**config.mk**
```make
export PLATFORM = sky130hd
export DESIGN_NAME = axi4l_arbiter_2to1
export DESIGN_NICKNAME = d
export VERILOG_FILES = /design/src/rtl/axi4l_arbiter_2to1.sv
export SDC_FILE = /design/constraint.sdc
export NUM_CORES = 1
export LEC_CHECK = 0
export CAP_MARGIN = 20
export CORE_AREA = 2 2 178 180
export CTS_CLUSTER_SIZE = 25
export DETAILED_ROUTE_END_ITERATION = 8
export DIE_AREA = 0 0 180 182
export PLACE_DENSITY_LB_ADDON = 0.1
export SYNTH_ARGS = -nofsm -noshare
export SYNTH_HDL_FRONTEND = slang
export SYNTH_SLANG_ARGS = --single-unit
```
**constraint.sdc**
```tcl
create_clock -name clk -period 2.02 [get_ports clk]
set_input_delay 0.404 -clock clk [delete_from_list [all_inputs] [get_ports clk]]
set_output_delay 0.404 -clock clk [all_outputs]
set_load 0.1 [all_outputs]
```
**src/rtl/axi4l_arbiter_2to1.sv**
```systemverilog
// axi4l_arbiter_2to1: two-master to one-slave AXI4-Lite arbiter with independent read/write grant FSMs.
module axi4l_arbiter_2to1 #(
    parameter bit ROUND_ROBIN = 1'b1,
    parameter int ADDR_W      = 32,
    parameter int DATA_W      = 32
) (
    input  logic                clk,
    input  logic                rst,
    input  logic                s0_awvalid_i,
    output logic                s0_awready_o,
    input  logic [ADDR_W-1:0]   s0_awaddr_i,
    input  logic [2:0]          s0_awprot_i,
    input  logic                s0_wvalid_i,
    output logic                s0_wready_o,
    input  logic [DATA_W-1:0]   s0_wdata_i,
    input  logic [DATA_W/8-1:0] s0_wstrb_i,
    output logic                s0_bvalid_o,
    input  logic                s0_bready_i,
    output logic [1:0]          s0_bresp_o,
    input  logic                s0_arvalid_i,
    output logic                s0_arready_o,
    input  logic [ADDR_W-1:0]   s0_araddr_i,
    input  logic [2:0]          s0_arprot_i,
    output logic                s0_rvalid_o,
    input  logic                s0_rready_i,
    output logic [DATA_W-1:0]   s0_rdata_o,
    output logic [1:0]          s0_rresp_o,
    input  logic                s1_awvalid_i,
    output logic                s1_awready_o,
    input  logic [ADDR_W-1:0]   s1_awaddr_i,
    input  logic [2:0]          s1_awprot_i,
    input  logic                s1_wvalid_i,
    output logic                s1_wready_o,
    input  logic [DATA_W-1:0]   s1_wdata_i,
    input  logic [DATA_W/8-1:0] s1_wstrb_i,
    output logic                s1_bvalid_o,
    input  logic                s1_bready_i,
    output logic [1:0]          s1_bresp_o,
    input  logic                s1_arvalid_i,
    output logic                s1_arready_o,
    input  logic [ADDR_W-1:0]   s1_araddr_i,
    input  logic [2:0]          s1_arprot_i,
    output logic                s1_rvalid_o,
    input  logic                s1_rready_i,
    output logic [DATA_W-1:0]   s1_rdata_o,
    output logic [1:0]          s1_rresp_o,
    output logic                m_awvalid_o,
    input  logic                m_awready_i,
    output logic [ADDR_W-1:0]   m_awaddr_o,
    output logic [2:0]          m_awprot_o,
    output logic                m_wvalid_o,
    input  logic                m_wready_i,
    output logic [DATA_W-1:0]   m_wdata_o,
    output logic [DATA_W/8-1:0] m_wstrb_o,
    input  logic                m_bvalid_i,
    output logic                m_bready_o,
    input  logic [1:0]          m_bresp_i,
    output logic                m_arvalid_o,
    input  logic                m_arready_i,
    output logic [ADDR_W-1:0]   m_araddr_o,
    output logic [2:0]          m_arprot_o,
    input  logic                m_rvalid_i,
    output logic                m_rready_o,
    input  logic [DATA_W-1:0]   m_rdata_i,
    input  logic [1:0]          m_rresp_i
);
    typedef enum logic [1:0] {W_IDLE, W_BUSY, W_RESP} w_state_t;
    typedef enum logic [1:0] {R_IDLE, R_ADDR, R_RESP} r_state_t;

    w_state_t wstate_q;
    r_state_t rstate_q;
    logic     wgnt_q, wprio_q, aw_done_q, w_done_q, rgnt_q, rprio_q;
    logic     w_busy, w_resp, r_addr, r_resp;
    logic     aw_rdy, w_rdy, ar_rdy, aw_hs, w_hs, b_hs, ar_hs, r_hs, wpick, rpick;

    assign w_busy = wstate_q == W_BUSY;
    assign w_resp = wstate_q == W_RESP;
    assign r_addr = rstate_q == R_ADDR;
    assign r_resp = rstate_q == R_RESP;

    // On a tie, round robin favours the master that did not win last time.
    assign wpick = (s0_awvalid_i && s1_awvalid_i) ? (ROUND_ROBIN ? !wprio_q : 1'b0) : s1_awvalid_i;
    assign rpick = (s0_arvalid_i && s1_arvalid_i) ? (ROUND_ROBIN ? !rprio_q : 1'b0) : s1_arvalid_i;

    assign m_awvalid_o = w_busy && !aw_done_q && (wgnt_q ? s1_awvalid_i : s0_awvalid_i);
    assign m_awaddr_o  = wgnt_q ? s1_awaddr_i : s0_awaddr_i;
    assign m_awprot_o  = wgnt_q ? s1_awprot_i : s0_awprot_i;
    assign m_wvalid_o  = w_busy && !w_done_q && (wgnt_q ? s1_wvalid_i : s0_wvalid_i);
    assign m_wdata_o   = wgnt_q ? s1_wdata_i : s0_wdata_i;
    assign m_wstrb_o   = wgnt_q ? s1_wstrb_i : s0_wstrb_i;
    assign m_bready_o  = w_resp && (wgnt_q ? s1_bready_i : s0_bready_i);
    assign aw_rdy      = w_busy && !aw_done_q && m_awready_i;
    assign w_rdy       = w_busy && !w_done_q && m_wready_i;
    assign s0_awready_o = aw_rdy && !wgnt_q;
    assign s1_awready_o = aw_rdy && wgnt_q;
    assign s0_wready_o  = w_rdy && !wgnt_q;
    assign s1_wready_o  = w_rdy && wgnt_q;
    assign s0_bvalid_o  = w_resp && !wgnt_q && m_bvalid_i;
    assign s1_bvalid_o  = w_resp && wgnt_q && m_bvalid_i;
    assign s0_bresp_o   = m_bresp_i;
    assign s1_bresp_o   = m_bresp_i;

    assign m_arvalid_o = r_addr && (rgnt_q ? s1_arvalid_i : s0_arvalid_i);
    assign m_araddr_o  = rgnt_q ? s1_araddr_i : s0_araddr_i;
    assign m_arprot_o  = rgnt_q ? s1_arprot_i : s0_arprot_i;
    assign m_rready_o  = r_resp && (rgnt_q ? s1_rready_i : s0_rready_i);
    assign ar_rdy      = r_addr && m_arready_i;
    assign s0_arready_o = ar_rdy && !rgnt_q;
    assign s1_arready_o = ar_rdy && rgnt_q;
    assign s0_rvalid_o  = r_resp && !rgnt_q && m_rvalid_i;
    assign s1_rvalid_o  = r_resp && rgnt_q && m_rvalid_i;
    assign s0_rdata_o   = m_rdata_i;
    assign s1_rdata_o   = m_rdata_i;
    assign s0_rresp_o   = m_rresp_i;
    assign s1_rresp_o   = m_rresp_i;

    assign aw_hs = m_awvalid_o && m_awready_i;
    assign w_hs  = m_wvalid_o && m_wready_i;
    assign b_hs  = m_bvalid_i && m_bready_o;
    assign ar_hs = m_arvalid_o && m_arready_i;
    assign r_hs  = m_rvalid_i && m_rready_o;

    always_ff @(posedge clk or posedge rst) begin
        if (rst) begin
            wstate_q  <= W_IDLE;
            wgnt_q    <= 1'b0;
            wprio_q   <= 1'b0;
            aw_done_q <= 1'b0;
            w_done_q  <= 1'b0;
        end else if (wstate_q == W_IDLE) begin
            if (s0_awvalid_i || s1_awvalid_i) begin
                wgnt_q    <= wpick;
                wstate_q  <= W_BUSY;
                aw_done_q <= 1'b0;
                w_done_q  <= 1'b0;
            end
        end else if (w_busy) begin
            aw_done_q <= aw_done_q || aw_hs;
            w_done_q  <= w_done_q || w_hs;
            if ((aw_done_q || aw_hs) && (w_done_q || w_hs))
                wstate_q <= W_RESP;
        end else if (b_hs || !w_resp) begin
            wprio_q  <= wgnt_q;
            wstate_q <= W_IDLE;
        end
    end

    always_ff @(posedge clk or posedge rst) begin
        if (rst) begin
            rstate_q <= R_IDLE;
            rgnt_q   <= 1'b0;
            rprio_q  <= 1'b0;
        end else if (rstate_q == R_IDLE) begin
            if (s0_arvalid_i || s1_arvalid_i) begin
                rgnt_q   <= rpick;
                rstate_q <= R_ADDR;
            end
        end else if (r_addr) begin
            if (ar_hs)
                rstate_q <= R_RESP;
        end else if (r_hs || !r_resp) begin
            rprio_q  <= rgnt_q;
            rstate_q <= R_IDLE;
        end
    end
endmodule

```
==> out/metrics.yaml, run 1 <==
finalClockSkew_ns: 0.000472
clock.fmax_mhz: 507
drive_gt1_share_pct: 50.2
min_period_ns: 1.97
synthCells: 265
cp_max_fo: 7
drtPass1Iterations: 4
final_cell_mix: "clkdlybuf4s50_1 (227), buf_12 (128), mux2_2 (106)"
crit_arrival_ns: 1.57
drc: 0
port_buffers: 349
final_common_cell: "clkdlybuf4s50_1"
p_seq_share_pct: 3.7
switching_share_pct: 59.0
ys_ff_latch: 10
grt_setup_unrepaired: "yes"
clock_sinks: 10
crit_required_ns: 1.62
track_usage_pct: 7.86
finalWirelength_mm: 13.8
comb_power_share_pct: 93.2
syn_area_um2: 2480
gp_congestion: 0.721
criticalPathCategory: "flop to output pin"
ys_seq_area_share_pct: 10.1
slew_violations: 0
crit_top_cell: "buf_12"
clkSlewWorstSetupHoldPaths_ns: 0.04
start_kind: "flop"
final_hold_viol_count: 0
area_growth_pct: 202
slowest_stage: "dfrtp_4"
hp-class: "input port to async pin"
cts_buffers: 3
status: "complete, no violations"
synth.distinct_cells: 28
intPower_w: 0.00521
relSlewSlack_pct: 70.2
routedWlPerCell_um: 14.5
max_cap_viol_count: 0
grt_overflow: 0
clockBufferDepth: 2
power_density_nw_per_um2: 1700
critical-path-max-stage-delay_ns: 0.50
end_kind: "output pin"
cts_tree: "built"
diodes: 0
clock-root-buffer: "clkbuf_16"
vdd.ir_drop.worst_mv: 0.758
std_cell_rows: 65
clkPwrFrac_pct: 3.1
antenna_found_initial: 0
grt_pass1_wl_mm: 20.0
routed_via_density: 3.25
switchingPower_w: 0.00751
synth_nets: 530
placed_area_um2: 7330
cts-htree-levels: 1
design.core.area_um2: 31000
avgSynthCellArea_um2: 9.38
die_h_um: 182
grt_pass1_vias: 3401
synth_warnings: 0
final_util_pct: 24.2
start_util_pct: 8.02
crit_chain: "buf_12, mux2_4, and2_1, buf_12"
nNetsFinal: 814
holdBufCountCts: 0
die_w_um: 180
grt_max_degree: 23
worst_pin_slew_ns: 0.447
clkLatencyLatePin_ns: 0.24
io_pins: 458
dpl.cell_count: 941
finalInstanceArea_um2: 7500
setup_viol: 0
drtIter0Drc: 29
layout_worst_path_cycle_share_pct: 97.7
dieArea_um2: 32800
hpwl_mm: 12.4
routed-via-count: 3090
p_leak_nw: 2.93
final_cells: 950
ant_nets: 0
worst max-delay path: cells and delay by family (launching register included):
kind / cells / cell delay [ns]
flip-flops: 1 / 0.50
multiplexers: 1 / 0.32
AND/OR/NAND/NOR: 1 / 0.17
buffers and inverters: 2 / 0.32
stage by stage:
step                worst slack, ns  setup TNS [ns]  hold WS [ns]  total power [W]
finish                       0.0470               0         0.472           0.0127
global route               -0.00181        -0.00181         0.533           0.0131
CTS                         0.00117               0         0.495           0.0129
detailed placement           0.0347               0         0.504           0.0123
global placement             0.0386               0         0.500           0.0123
floorplan                    -0.246          -0.558         0.244          0.00858
logic make-up after synthesis:
family / after synthesis / synth area share, %
muxes: 113 / 51.6
buffers and inverters: 91 / 26.2
and+or+nand+nor: 37 / 7.75
AOI/OAI and AO/OA: 14 / 4.38
DFF: 10 / 10.1
power by group through the flow:
stage          Sequential [W]  Clock [W]  Combinational (W)
3_5_place_dp         0.000567          0             0.0117
6_report             0.000472   0.000391             0.0119
4_1_cts              0.000463   0.000405             0.0120
3_3_place_gp         0.000561          0             0.0117
5_1_grt              0.000497   0.000421             0.0122
2_1_floorplan        0.000355          0            0.00822
worst paths after layout:
path / start / end / slack, ns / cells after the start
setup / recovery: wgnt_q / m_awvalid_o / 0.05 / 4
setup reg to reg: rgnt_q / rprio_q / 0.40 / 4
max in group asynchronous: rst / rgnt_q / 1.20 / 2
min in group clk: rprio_q / rprio_q / 0.51 / 1
hold / removal: rst / wgnt_q / 0.47 / 2
hold reg to reg: rprio_q / rprio_q / 0.51 / 1
final cells by class:
type	instances	area [um^2]
sequential	10	258
fill	3252	23500
timing repair buffer	367	4930
inverter	3	16.3
tap	402	503
clock buffer	4	88.8
multi-input combinational	164	1710
timing repair:
item / in CTS / in global routing
resized for setup: 0 / 8
buffers inserted: 5 / 0
endpoints found under the setup margin: 69 / 27
state kept, by name, indices dropped and copies added (netlist names):
register and cells:
rstate_q 2, wstate_q 2, aw_done_q 1, rgnt_q 1, rprio_q 1, w_done_q 1, wgnt_q 1, wprio_q 1
cells in the mapped netlist:
master | number | share of area [%]
and4b_1 | 1 | 0.40
a21oi_1 | 2 | 0.40
nor4bb_1 | 1 | 0.40
dfrtp_1 | 10 | 10
clkbuf_1 | 1 | 0.15
o22a_1 | 1 | 0.35
buf_2 | 10 | 2.0
and3b_1 | 1 | 0.35
nor3_1 | 4 | 0.81
buf_6 | 2 | 0.91
a211oi_2 | 1 | 0.50
nor3b_1 | 3 | 0.91
nor2_1 | 12 | 1.8
inv_1 | 3 | 0.45
mux2_4 | 3 | 1.8
o31ai_1 | 2 | 0.60
nand2_1 | 9 | 1.4
and2_1 | 2 | 0.50
mux2_1 | 1 | 0.45
mux2i_1 | 1 | 0.40
nor4b_1 | 2 | 0.71
buf_4 | 75 | 23
a31oi_1 | 1 | 0.25
nand2b_1 | 2 | 0.50
o21ai_0 | 2 | 0.40
a32o_1 | 2 | 0.81
mux2_2 | 108 | 49
a21oi_2 | 3 | 1.1
routing by layer:
metal  up-vias  part of all wire (%)  global-route usage (%)
li1       1428                     -                       -
met1      1383                    33                    7.60
met2       273                    53                    15.1
met3         6                    14                    3.91
met4         0                  0.73                    1.33
met5         -                     0                       0
No activity file was read; power rests on OpenSTA's default activity.
==> run 2, diff against run 1 <==
--- a/config.mk
+++ b/config.mk
@@ -5,12 +5,14 @@
 export SDC_FILE = /design/constraint.sdc
 export NUM_CORES = 1
 export LEC_CHECK = 0
+export ABC_CLOCK_PERIOD_IN_PS = 2020
 export CAP_MARGIN = 20
 export CORE_AREA = 2 2 178 180
 export CTS_CLUSTER_SIZE = 25
 export DETAILED_ROUTE_END_ITERATION = 8
 export DIE_AREA = 0 0 180 182
 export PLACE_DENSITY_LB_ADDON = 0.1
+export SETUP_SLACK_MARGIN = 0.2
 export SYNTH_ARGS = -nofsm -noshare
 export SYNTH_HDL_FRONTEND = slang
 export SYNTH_SLANG_ARGS = --single-unit
==> run 2 against run 1 <==
Net effect:
- global-route usage increased by 1.4 points
- clock-buffer cell count unchanged
- first-iteration DRC count is 66% higher
- die area unchanged
- utilization up 1.4 points
- hold slack better by 0.014 ns
- sequential share of layout area fell by 0.18 points
- flip-flop and latch count is the same
- maximum frequency increased by 0.17%
- power grew 8.5%
- largest power group unchanged
==> out/metrics.yaml, run 2 (same netlist as run 1, synthesis figures left out) <==
hp-class: "input port to async pin"  # unchanged
final_util_pct: 25.6  # was 24.2%
layout_worst_path_cycle_share_pct: 97.5  # was 97.7%
dieArea_um2: 32800  # unchanged
design.core.area_um2: 31000  # unchanged
die_h_um: 182  # unchanged
grt_max_degree: 18  # was 23
crit_start: "wgnt_q"  # unchanged
drive_gt1_share_pct: 53.4  # was 50.2%
ant_nets: 0  # unchanged
worst_pin_slew_ns: 0.488  # was 0.447 ns
status: "complete, no violations"  # unchanged
io_pins: 458  # unchanged
clkPwrFrac_pct: 2.9  # was 3.1%
drtIter0Drc: 48  # was 29
reg.largest.list: "rstate_q: 2 flops, wstate_q: 2 flops"  # unchanged
diodes: 0  # unchanged
criticalPathCategory: "flop to output pin"  # unchanged
p_total_w: 0.0138  # was 0.0127 W
die_w_um: 180  # unchanged
track_usage_pct: 9.30  # was 7.86%
max_cap_viol_count: 0  # unchanged
vdd.ir_drop.worst_mv: 0.710  # was 0.758 mV
clockBufferDepth: 2  # unchanged
power_density_nw_per_um2: 1740  # was 1700 nW/um^2
drc: 0  # unchanged
final_common_cell: "clkdlybuf4s50_1"  # unchanged
clock-root-buffer: "clkbuf_16"  # unchanged
start_kind: "flop"  # unchanged
routed-via-count: 3205  # was 3090
drtPass1Iterations: 4  # unchanged
routed_via_density: 3.31  # was 3.25
finalClockSkew_ns: 0.000552  # was 0.000472 ns
start_util_pct: 8.02  # unchanged
rr_worst_depth: 5  # was 4
grt_setup_unrepaired: "yes"  # unchanged
clock_sinks: 10  # unchanged
port_buffers: 349  # unchanged
clkSlewWorstSetupHoldPaths_ns: 0.05  # was 0.04 ns
intPower_w: 0.00594  # was 0.00521 W
grt_pass1_vias: 3602  # was 3401
std_cell_rows: 65  # unchanged
clkLatencyLatePin_ns: 0.24  # about the same
final_cell_mix: "clkdlybuf4s50_1 (224), buf_12 (130), mux2_2 (90)"  # was clkdlybuf4s50_1 (227), buf_12 (128), mux2_2 (106)
cts_tree: "built"  # unchanged
grt_overflow: 0  # unchanged
end_kind: "output pin"  # unchanged
switchingPower_w: 0.00787  # was 0.00751 W
p_seq_share_pct: 3.5  # was 3.7%
gp_congestion: 0.750  # was 0.721
hpwl_mm: 13.8  # was 12.4 mm
p_leak_nw: 3.17  # was 2.93 nW
crit_arrival_ns: 1.57  # about the same
r2r_setup_slack_ns: 0.28  # was 0.40 ns
cts_buffers: 3  # unchanged
min_period_ns: 1.97  # about the same
crit_required_ns: 1.62  # about the same
clock.fmax_mhz: 508  # was 507 MHz
setup_viol: 0  # unchanged
relSlewSlack_pct: 67.4  # was 70.2%
routedWlPerCell_um: 16.8  # was 14.5 um
final_hold_viol_count: 0  # unchanged
grt_pass1_wl_mm: 23.1  # was 20.0 mm
slew_violations: 0  # unchanged
area_growth_pct: 220  # was 202%
crit_path_end: "m_wdata_o[26]"  # was m_awvalid_o
finalWirelength_mm: 16.3  # was 13.8 mm
antenna_found_initial: 1  # was 0
switching_share_pct: 57.0  # was 59.0%
multiInputGateArea_um2: 1810  # was 1710 um^2
fillers: 3263  # was 3252
cp_max_fo: 8  # was 7
comb_power_share_pct: 93.6  # was 93.2%
cts-htree-levels: 1  # unchanged
rr_endpoint: "rprio_q"  # unchanged
r2r-start: "rgnt_q"  # unchanged
nNetsFinal: 833  # was 814
regArea_um2: 259  # was 258 um^2
-- run 2: cell types whose count changed in the layout (fill, tap and decap cells not counted), moves of 3 or more --
cell             previous run  this run
mux2_4                      5        21
clkdlybuf4s50_1           227       224
buf_6                       0         6
buf_16                      0         5
nand2_2                     0         3
mux2_2                    106        90
nor2_4                      2         5
nand2_1                     9         6
-- run 2: power by group through the flow --
stage               clock network, W  logic (W)  registers, W
floorplan                          0    0.00824      0.000358
global placement                   0     0.0118      0.000546
detailed placement                 0     0.0117      0.000542
CTS                         0.000403     0.0127      0.000478
global route                0.000422     0.0133      0.000507
finish                      0.000394     0.0129      0.000488
-- run 2: routing by layer --
layer / global-route usage [%] / vias up / routed length [um]
met3: 4.71 / 19 / 2120
met2: 17.6 / 277 / 8360
met4: 1.95 / 2 / 238
li1: - / 1466 / -
met1: 8.99 / 1441 / 5560
met5: 0 / - / 13
-- run 2: how the worst min path moves through the flow --
stage / startpoint / end / cells after the start
2_1_floorplan: rst / aw_done_q / 1
3_3_place_gp: rprio_q / rprio_q / 1
3_5_place_dp: rprio_q / rprio_q / 1
4_1_cts: rprio_q / rprio_q / 1
5_1_grt: rst / wgnt_q / 2
6_report: rst / wgnt_q / 2
-- run 2: per-stage QoR --
stage | area [um^2] | hold slack, ns | cells | setup WS (ns) | TNS [ns]
2_1_floorplan | 2630 | 0.244 | 265 | -0.177 | -0.607
3_3_place_gp | 7300 | 0.492 | 938 | 0.0871 | 0
3_5_place_dp | 7300 | 0.496 | 938 | 0.0826 | 0
4_1_cts | 7770 | 0.505 | 960 | 0.0352 | 0
5_1_grt | 7940 | 0.521 | 969 | 0.00465 | 0
6_report | 7940 | 0.486 | 969 | 0.0503 | 0
-- run 2: layout make-up --
cell class,instances,area share (%)
clock buffer,4,1.12
inverter,3,0.189
multi-input combinational,164,22.8
sequential,10,3.26
tap,402,6.33
timing repair buffer,386,66.3
-- run 2: timing repair --
action	4_1_cts	5_1_grt
endpoints found under the setup margin	120	121
pin swaps	4	3
resized for setup	34	22
gates cloned	5	2
hold buffers	0	0
buffers inserted	13	7
-- run 2: worst max-delay path, cell delays in order (launching register included) --
cell and delay [ns]:
dfrtp_4 0.52, buf_12 0.17, clkbuf_16 0.16, mux2_2 0.30, buf_12 0.17
